==> config.mk <==
export PLATFORM = sky130hd
export DESIGN_NAME = sound_sequencer
export DESIGN_NICKNAME = d
export VERILOG_FILES = /design/src/rtl/sound_pkg.sv /design/src/rtl/sound_cue_rom.sv /design/src/rtl/sound_sequencer.sv
export SDC_FILE = /design/constraint.sdc
export NUM_CORES = 1
export LEC_CHECK = 0
export BUFFER_PORTS_ARGS = -buffer_cell sky130_fd_sc_hd__buf_4
export CORE_ASPECT_RATIO = 1.5
export CORE_MARGIN = 10
export CORE_UTILIZATION = 55
export CTS_CLUSTER_SIZE = 24
export DETAILED_ROUTE_END_ITERATION = 7
export HOLD_SLACK_MARGIN = 0.02
export PLACE_DENSITY = 0.83
export SYNTH_ARGS = -nofsm -noshare
export SYNTH_HDL_FRONTEND = slang
export SYNTH_SLANG_ARGS = --single-unit
==> constraint.sdc <==
create_clock -name clk -period 10.25 [get_ports clk]
set_input_delay 2.05 -clock clk [delete_from_list [all_inputs] [get_ports clk]]
set_output_delay 2.05 -clock clk [all_outputs]
set_load 0.01 [all_outputs]
==> src/rtl/sound_pkg.sv <==
// sound_pkg: shared sound types, cue note frequencies and priority helpers.
package sound_pkg;

   typedef enum logic {OFF = 1'b0, ON = 1'b1} MODE_TYPES;
   typedef enum logic [1:0] {CUE_NONE, CUE_EAT, CUE_WIN, CUE_CRASH} cue_t;
   typedef enum logic [1:0] {S_IDLE, S_TONE, S_GAP} seq_state_t;

   localparam logic [8:0] F_G4  = 9'd392;
   localparam logic [8:0] F_B4  = 9'd494;
   localparam logic [8:0] F_C4  = 9'd262;
   localparam logic [8:0] F_E4  = 9'd330;
   localparam logic [8:0] F_C5  = 9'd511;  // 523 Hz does not fit in 9 bits
   localparam logic [8:0] F_DS4 = 9'd311;
   localparam logic [8:0] F_AS3 = 9'd233;
   localparam logic [8:0] F_DS3 = 9'd156;

   function automatic cue_t top_cue(input logic [2:0] v);
      return v[2] ? CUE_CRASH : v[1] ? CUE_WIN : v[0] ? CUE_EAT : CUE_NONE;
   endfunction

   function automatic logic [2:0] cue_bit(input cue_t c);
      return c == CUE_EAT ? 3'b001 : c == CUE_WIN ? 3'b010 : c == CUE_CRASH ? 3'b100 : 3'b000;
   endfunction

endpackage

==> src/rtl/sound_cue_rom.sv <==
// sound_cue_rom: combinational note table giving frequency and note count per cue.
module sound_cue_rom
   import sound_pkg::*;
(
   input  cue_t        cue,
   input  logic [1:0]  idx,
   output logic [8:0]  freq,
   output logic [2:0]  count
);

   always_comb begin
      freq = 9'd0;
      count = 3'd0;
      case (cue)
         CUE_EAT: begin
            count = 3'd2;
            freq = idx[0] ? F_B4 : F_G4;
         end
         CUE_WIN: begin
            count = 3'd4;
            freq = idx == 2'd0 ? F_C4 : idx == 2'd1 ? F_E4 : idx == 2'd2 ? F_G4 : F_C5;
         end
         CUE_CRASH: begin
            count = 3'd3;
            freq = idx == 2'd0 ? F_DS4 : idx == 2'd1 ? F_AS3 : F_DS3;
         end
         default: ;
      endcase
   end

endmodule

==> src/rtl/sound_sequencer.sv <==
// sound_sequencer: arbitrates cue requests by priority and sequences each cue's
// notes as timed TONE/GAP phases for the square-wave oscillator.
module sound_sequencer
   import sound_pkg::*;
#(
   parameter int unsigned NOTE_TICKS = 1_000_000,
   parameter int unsigned GAP_TICKS  = 200_000
)
(
   input  logic       clk,
   input  logic       rst,
   input  MODE_TYPES  sound_en,
   input  logic       req_eat,
   input  logic       req_win,
   input  logic       req_crash,
   output logic [8:0] freq,
   output MODE_TYPES  osc_state,
   output logic       playSound,
   output logic       busy,
   output cue_t       cue_id
);

   localparam logic [23:0] NOTE_LAST = 24'(NOTE_TICKS - 1);
   localparam logic [23:0] GAP_LAST  = 24'(GAP_TICKS - 1);

   seq_state_t  state, n_state;
   cue_t        n_cue, arr, nxt;
   logic [1:0]  idx, n_idx;
   logic [23:0] timer, n_timer;
   logic [2:0]  pend, n_pend, reqs, avail;
   logic        last;
   logic [8:0]  rom_freq;
   logic [2:0]  rom_count;

   assign reqs  = {req_crash, req_win, req_eat};
   assign avail = pend | reqs;
   assign arr   = top_cue(reqs);
   assign nxt   = top_cue(avail);

   always_comb begin
      n_state = state;
      n_cue = cue_id;
      n_idx = idx;
      n_timer = timer + 24'd1;
      n_pend = avail;
      if (sound_en == OFF) begin
         n_state = S_IDLE;
         n_cue = CUE_NONE;
         n_idx = 2'd0;
         n_timer = 24'd0;
         n_pend = 3'd0;
      end else if (state == S_IDLE) begin
         n_timer = 24'd0;
         if (nxt != CUE_NONE) begin
            n_state = S_TONE;
            n_cue = nxt;
            n_idx = 2'd0;
            n_pend = avail & ~cue_bit(nxt);
         end
      end else if (arr > cue_id) begin
         // preempted cue is dropped, not re-queued
         n_state = S_TONE;
         n_cue = arr;
         n_idx = 2'd0;
         n_timer = 24'd0;
         n_pend = avail & ~cue_bit(arr);
      end else if (state == S_TONE && timer == NOTE_LAST) begin
         n_state = S_GAP;
         n_timer = 24'd0;
      end else if (state == S_GAP && timer == GAP_LAST) begin
         n_timer = 24'd0;
         if (!last) begin
            n_state = S_TONE;
            n_idx = idx + 2'd1;
         end else begin
            n_state = nxt == CUE_NONE ? S_IDLE : S_TONE;
            n_cue = nxt;
            n_idx = 2'd0;
            n_pend = avail & ~cue_bit(nxt);
         end
      end
   end

   sound_cue_rom rom (
      .cue   (n_cue),
      .idx   (n_idx),
      .freq  (rom_freq),
      .count (rom_count)
   );

   always_ff @(posedge clk) begin
      if (rst) begin
         state <= S_IDLE;
         cue_id <= CUE_NONE;
         idx <= 2'd0;
         timer <= 24'd0;
         pend <= 3'd0;
         last <= 1'b0;
         freq <= 9'd0;
         osc_state <= OFF;
         playSound <= 1'b0;
         busy <= 1'b0;
      end else begin
         state <= n_state;
         cue_id <= n_cue;
         idx <= n_idx;
         timer <= n_timer;
         pend <= n_pend;
         last <= {1'b0, n_idx} == rom_count - 3'd1;
         freq <= n_state == S_TONE ? rom_freq : n_state == S_GAP ? freq : 9'd0;
         osc_state <= n_state == S_TONE ? ON : OFF;
         playSound <= n_state == S_TONE;
         busy <= n_state != S_IDLE;
      end
   end

endmodule
; ---- Word-level counts from Yosys, hierarchy flattened
; Cells that the tools add are included.
[word_totals]
in_bits = 6
elab_cells = 99
regBits = 46
out_inout_bits = 14
[op_classes]
n_lt_le_gt_ge = 1
n_reduce_logical = 9
mux = 51
n_eq_ne = 19
n_bitwise = 6
n_addsub = 3
[op_table]
columns = cell, n
row1 = 2-to-1 mux 2 bit, 24
row2 = 2-to-1 mux 9 bit, 5
row3 = 2-to-1 mux 3 bit, 12
row4 = case mux 9 bit (3 select lines), 1
row5 = "adder 24 x 1 -> 24 bit, second input constant", 1
row6 = "equality test 24 x 18 -> 1 bit, second input constant", 1
row7 = "equality test 24 x 20 -> 1 bit, second input constant", 1
row8 = 2-to-1 mux 7 bit, 3
row9 = "equality test 2 bit, second input constant", 9
row10 = "equality test 2 x 1 -> 1 bit, second input constant", 6
row11 = case mux 3 bit (3 select lines), 1
row12 = bitwise AND 3 bit, 2
row13 = zero test 2 bit, 3
row14 = inverter 3 bit, 2
row15 = OR reduction 6 bit, 1
row16 = 2-to-1 mux 1 bit, 5
row17 = nonzero test 2 bit, 2
row18 = equality test 2 x 3 -> 1 bit, 1
row19 = OR 3 bit, 1
row20 = "subtractor 3 x 1 -> 3 bit, second input constant", 1
row21 = "adder 2 x 1 -> 2 bit, second input constant", 1
row22 = greater-than comparator 2 bit, 1
row23 = logical AND 1 bit, 2
row24 = "!= test 2 bit, second input constant", 1
row25 = other kinds (2), 2

; ---- Depth between registers and ports, before layout
[depth]
word_depth = 15
mapped_depth = 13
depth_no_buf = 13

; ---- By module
; A second synthesis with hierarchy kept.
[unflattened]
hier_cells = 287
hier_area_um2 = 2447.3
[by_module_without_submodules]
columns = module, cells_each, area_each_um2, instances, seq_area_each_um2
row1 = sound_sequencer, 248, 2169.6, 1, 900.9
row2 = sound_cue_rom, 39, 277.8, 1, 0.0

; ---- Least setup slack after synthesis
; Ideal clock, no wire load.
[synth_timing]
kind = input -> register
from = input port req_win
to = register freq[2]
path_slack_ns = 5.557
stages = 10
required_time_ns = 10.171
path_buffers = 0
t_arrival_ns = 4.614
setup_time_ns = 0.079
path_cell_list = or2_2 -> ha_1 -> nor2b_1 -> o21ai_1 -> nand2_1 -> nor4b_1 -> o221ai_1 -> ha_1 -> or4_1 -> o211ai_1
[synth_via]
elab_chain_len = 13
word_cells_on_any_way = 44
cone_classes = order compare: 1 / eq/ne: 8 / mux: 31 / bitwise: 1 / reduce/logical: 3
[synth_rtl]
columns = element, line_no
row1 = "start, declared", sound_sequencer.sv:14  ; input logic req_win,
row2 = OR 3 bit, sound_sequencer.sv:36  ; assign avail = pend | reqs;
row3 = 2-to-1 mux 2 bit (2 in series), sound_pkg.sv:18  ; return v[2] ? CUE_CRASH : v[1] ? CUE_WIN : v[0] ? CUE_EAT : CUE_NONE;
row4 = nonzero test 2 bit or zero test 2 bit (tied branches), "sound_sequencer.sv:54, sound_sequencer.sv:76"
row5 = 2-to-1 mux 2 bit or 2-to-1 mux 1 bit (tied branches), "sound_sequencer.sv:54, sound_sequencer.sv:76"
row6 = 2-to-1 mux 2 bit or 2-to-1 mux 1 bit (tied branches), "sound_sequencer.sv:52, sound_sequencer.sv:72"
row7 = 2-to-1 mux 2 bit (on tied branches), "sound_sequencer.sv:46, sound_sequencer.sv:70"
row8 = equality test 2 bit or 2-to-1 mux 2 bit (tied branches), "sound_cue_rom.sv:21, sound_sequencer.sv:67"
row9 = 2-to-1 mux 7 bit or 2-to-1 mux 2 bit (tied branches), "sound_cue_rom.sv:21, sound_sequencer.sv:60"
row10 = 2-to-1 mux 9 bit or 2-to-1 mux 2 bit (tied branches), "sound_cue_rom.sv:21, sound_sequencer.sv:52"
row11 = 2-to-1 mux 9 bit or 2-to-1 mux 2 bit (tied branches), "sound_cue_rom.sv:21, sound_sequencer.sv:46"
row12 = case mux 9 bit (3 select lines) (tied with other cells), sound_cue_rom.sv:14  ; case (cue)
row13 = 2-to-1 mux 9 bit or != test 2 bit (tied branches), --
row14 = "end signal, assigned", sound_sequencer.sv:110  ; freq <= n_state == S_TONE ? rom_freq : n_state == S_GAP ? freq : 9'd0;
row15 = "end, declared", sound_sequencer.sv:16  ; output logic [8:0] freq,
; Parallel ways exist; a longest one is shown, timed or not.
; A chain may end at the register's enable or synchronous reset.

; ---- Final worst setup path
[layout_timing]
from = input port req_win
to = register freq[5]
; The elaborated chain is that of the path after synthesis.

==> results <==
- The flow ran to the end, and the final reports show no timing, DRC or antenna violations.
- The placer congestion estimate is 0.870.
- The remaining design rule violation count is 0.
- The library cell with the largest summed area after synthesis is sky130_fd_sc_hd__dfxtp_1.
- The critical path startpoint category is an input port.
- The final number of max-transition violations is 0.
- For this run, the number of Yosys warnings is 0.
- Among cell families on the critical path, the largest total delay comes from simple AND/OR/NAND/NOR gates.
- The minimum clock period is 4.85 ns.
- The number of synthesized flops with an enable pin is 0.
- The number of global-route vias before repair was 2012.
- The vertical die dimension is 100 um.
- The count of routing violations after the opening detailed-route iteration is 77.
- The clock sink count is 45.
- In the synthesized netlist the async set-or-reset flop fraction comes to 0%.
- The count of buffers added on input and output ports is 19.
- The initial antenna violation count is 0.
- The buffers plus inverters on the worst setup path is 1.
- The sum of net half-perimeters after detailed placement is 4050 um.
- The TritonCTS clock tree is built.
- The number of diodes added for antenna fixing is 0.
- The setup skew after layout is 0.0112 ns.
- The synthesized area per cell is 8.36 um2.
- After routing the design area is 2620 um2.
- The number of endpoints failing setup at the final stage is 0.
- The path class of the lowest-slack min-delay path is flip-flop to flip-flop.
- Clock tree synthesis inserted a total of 5 buffers.
- The top fanout value on the critical path is 7.
- The leakage power summed over all cells is 1.00 nW.
- The overall fraction of global-route tracks in use is 15.2%.
- The floorplan step defined a die boundary enclosing 7380 um2.
- Setup repair after global routing left no endpoint under its margin.
- The required time reported for the critical path endpoint is 10.45 ns.
- The worst slew margin relative to its limit is 48.2%.
- The cell type with the highest occurrence count on the critical path is sky130_fd_sc_hd__ha_1.
- On the critical path, the stage with the largest delay is an instance of sky130_fd_sc_hd__o21ai_1.
- The worst-case IR drop observed on VDD is 0.120 mV.
- The slew at the pin closest to its max-slew limit is 0.777 ns.
- The final wirelength is 5350 um.
- The total global routing overflow is 0.
- Traced cell by cell, the critical path runs through buf_4 > or2_2 > ha_1 > nor2b_1 > o21ai_1 > nand2_1 > nor4b_1 > o221ai_1 > ha_1 > nor3b_1 > nor4_1 > a211o_1.
- The final count of hold timing violations is 0.
- The standard cell core area is 4210 um2.
- The post-cts sizing count is 0.
- Detailed routing inserted a total of 2083 vias.
- The power density over cell area is 126 nW/um2.
- The largest net degree at the start of global routing is 25.
- When the netlist entered floorplanning its net count stood at 297.
- The clock tree synthesis step divided the H-tree into 2 levels.
- Clock-pin slew was measured on the worst setup and hold paths at 0.09 ns.
- The layout filler cell count is 385.
- The critical setup path kind is input port to flip-flop.
- The largest stage delay on the critical path is 0.37 ns.
- The placed standard-cell area is 2520 um2.
- The wire length per cell is 15.4 um.
- Setup total negative slack on the finished layout was measured at 0 ns.
- The number of synthesized register bits is 45.
- The design draws 0.328 mW.
- The deepest clock path buffer count is 2.
- The root cell of the clock tree is sky130_fd_sc_hd__clkbuf_8.
- The number of max-cap violations is 0.
- The first global-routing pass estimated 9110 um of wire.
- Row generation in the floorplan step produced 29 rows.
- The starting utilization of the core area is 56.2%.
- The share of the synthesized area in the top cell type is 38.1%.
- The number of hold buffers added after CTS was 0.
- By area the synthesized netlist is led by sky130_fd_sc_hd__dfxtp_1 38%, sky130_fd_sc_hd__nor2_1 7.1%, sky130_fd_sc_hd__xor2_1 6.3%.
- Summing all multi-input logic gate instances after layout gives 1390 um2.
- For the worst-skew pair, the clock arrives at the later sink with an insertion delay of 0.30 ns.
- Synthesis produced a netlist whose cell count is 283.
- The pre-antenna-repair detailed-routing pass consisted of 4 iterations.
- The core occupancy in the finished layout is 62.1%.
- The combined area of all synthesized cells is 2370 um2.
- The most used flip-flop cell after synthesis is sky130_fd_sc_hd__dfxtp_1.
- The chip width is 73.6 um.
- The sequential fraction of the synthesis area is 38.1%.
- The sequential cell area is 901 um2.
- Post-CTS timing repair inserted 0 buffers for setup.
- The arrival time at the worst endpoint is 5.04 ns.
- The top-level I/O count is 20.
- The net count of the finished layout is 314.
- The element type at the critical path end is a flip-flop.
- In the final layout, the share of cells above drive strength 1 is 11.6%.
- Across all hold checks on the routed design, the worst slack comes to 0.470 ns.
- The upper clock frequency limit is 0.206 GHz.
- The netlist uses 51 different library cells.
- In the finished design, the share of the clock period the worst path needs comes to 47.3%.
- Using the TritonRoute via totals, the vias-per-cell ratio works out to 6.00.
- In this run the remaining antenna-violating nets after routing total 0.
- The area growth from synthesis to layout is 10.5%.
path summary, 6_finish.rpt:
| kind | depth (start not counted) | end | slack (ns) | startpoint |
|---|---|---|---|---|
| min | 1 | freq[0] | 0.47 | freq[0] |
| min reg2reg | 1 | freq[0] | 0.47 | freq[0] |
| max reg2reg | 9 | freq[1] | 6.97 | state[0] |
| max | 12 | freq[5] | 5.40 | req_win |
flip-flops by register name (all words and copies together) (netlist names):
| name | flops |
|---|---|
| osc_state | 1 |
| idx | 2 |
| last | 1 |
| freq | 9 |
| cue_id | 2 |
| timer | 24 |
| pend | 3 |
| state | 2 |
| busy | 1 |
cells in the final DEF, fill, tap and decap left out, types with 2 or more instances in the layout:
cell	n
sky130_fd_sc_hd__and2_1	5
sky130_fd_sc_hd__or2_2	3
sky130_fd_sc_hd__nor3b_1	2
sky130_fd_sc_hd__a21o_1	2
sky130_fd_sc_hd__xor2_1	17
sky130_fd_sc_hd__nor2b_1	3
sky130_fd_sc_hd__or4_1	2
sky130_fd_sc_hd__nor3_1	5
sky130_fd_sc_hd__and4_1	4
sky130_fd_sc_hd__o2111a_1	2
sky130_fd_sc_hd__nand4_1	8
sky130_fd_sc_hd__o21ai_1	2
sky130_fd_sc_hd__o221ai_1	2
sky130_fd_sc_hd__nand3_1	17
sky130_fd_sc_hd__nor4_1	3
sky130_fd_sc_hd__o21ai_0	2
sky130_fd_sc_hd__or3_1	4
sky130_fd_sc_hd__nor2_1	45
sky130_fd_sc_hd__xnor2_1	7
sky130_fd_sc_hd__nand2_1	23
sky130_fd_sc_hd__and3_1	8
sky130_fd_sc_hd__o211a_1	2
sky130_fd_sc_hd__o211ai_1	3
sky130_fd_sc_hd__clkbuf_8	5
sky130_fd_sc_hd__nand2b_1	2
sky130_fd_sc_hd__ha_1	8
sky130_fd_sc_hd__nor4b_1	3
sky130_fd_sc_hd__a211o_1	2
sky130_fd_sc_hd__dfxtp_1	45
sky130_fd_sc_hd__a31oi_1	6
sky130_fd_sc_hd__inv_1	10
sky130_fd_sc_hd__buf_4	19
sky130_fd_sc_hd__a21oi_1	11
logic make-up (layout without fill, tap and decap cells):
kind of cell	Yosys count	count (layout)	synth area share, %
AND/OR/NAND/NOR	142	142	30.9
flip-flops	45	45	38.1
AO/OA/AOI/OAI	44	44	14.1
XOR/XNOR	24	24	8.88
buffers and inverters	19	37	3.38
adder cells (fa/ha/maj)	8	8	4.23
multiplexers	1	1	0.423
stage by stage:
stage | setup slack [ns] | cells
floorplan | 5.56 | 283
global placement | 5.24 | 339
detailed placement | 5.12 | 339
CTS | 5.44 | 347
global route | 5.27 | 347
finish | 5.40 | 347
metal layers:
metal,wire length (um),GRT usage (%),vias to the layer above
li1,-,-,1048
met1,2170,16.4,990
met2,2840,25.7,33
met3,190,3.95,12
met4,154,8.35,0
met5,0,0,-
layout make-up:
class | count | area share [%]
inverter | 10 | 1.44
tap | 46 | 2.20
clock inverter | 3 | 0.813
timing repair buffer | 19 | 5.45
clock buffer | 5 | 2.63
multi-input combinational | 219 | 53.0
sequential | 45 | 34.4
cell usage after synthesis (all sizes together), types with 2 or more instances:
library cell,count
or4,3
and4,4
nor3,5
buf,4
a31oi,6
o211ai,3
and3,8
nand4,8
inv,10
ha,8
xor2,17
and2,5
nor2b,3
nand2,23
nor2,45
a2111oi,2
nand3,17
or2,4
a21o,2
nand2b,2
o211a,2
clkbuf,5
o2111a,2
nor4,4
or3,4
a21oi,11
o21ai,4
nor4b,3
xnor2,7
dfxtp,45
a211o,2
nor3b,2
a211oi,2
o221ai,2
power by group:
part           switching, mW  internal (mW)  total (mW)  leakage [nW]
sequential           0.00235          0.178       0.180         0.364
clock                 0.0630         0.0484       0.111        0.0445
combinational         0.0223         0.0142      0.0365         0.593
(Power assumes the default switching activity.)
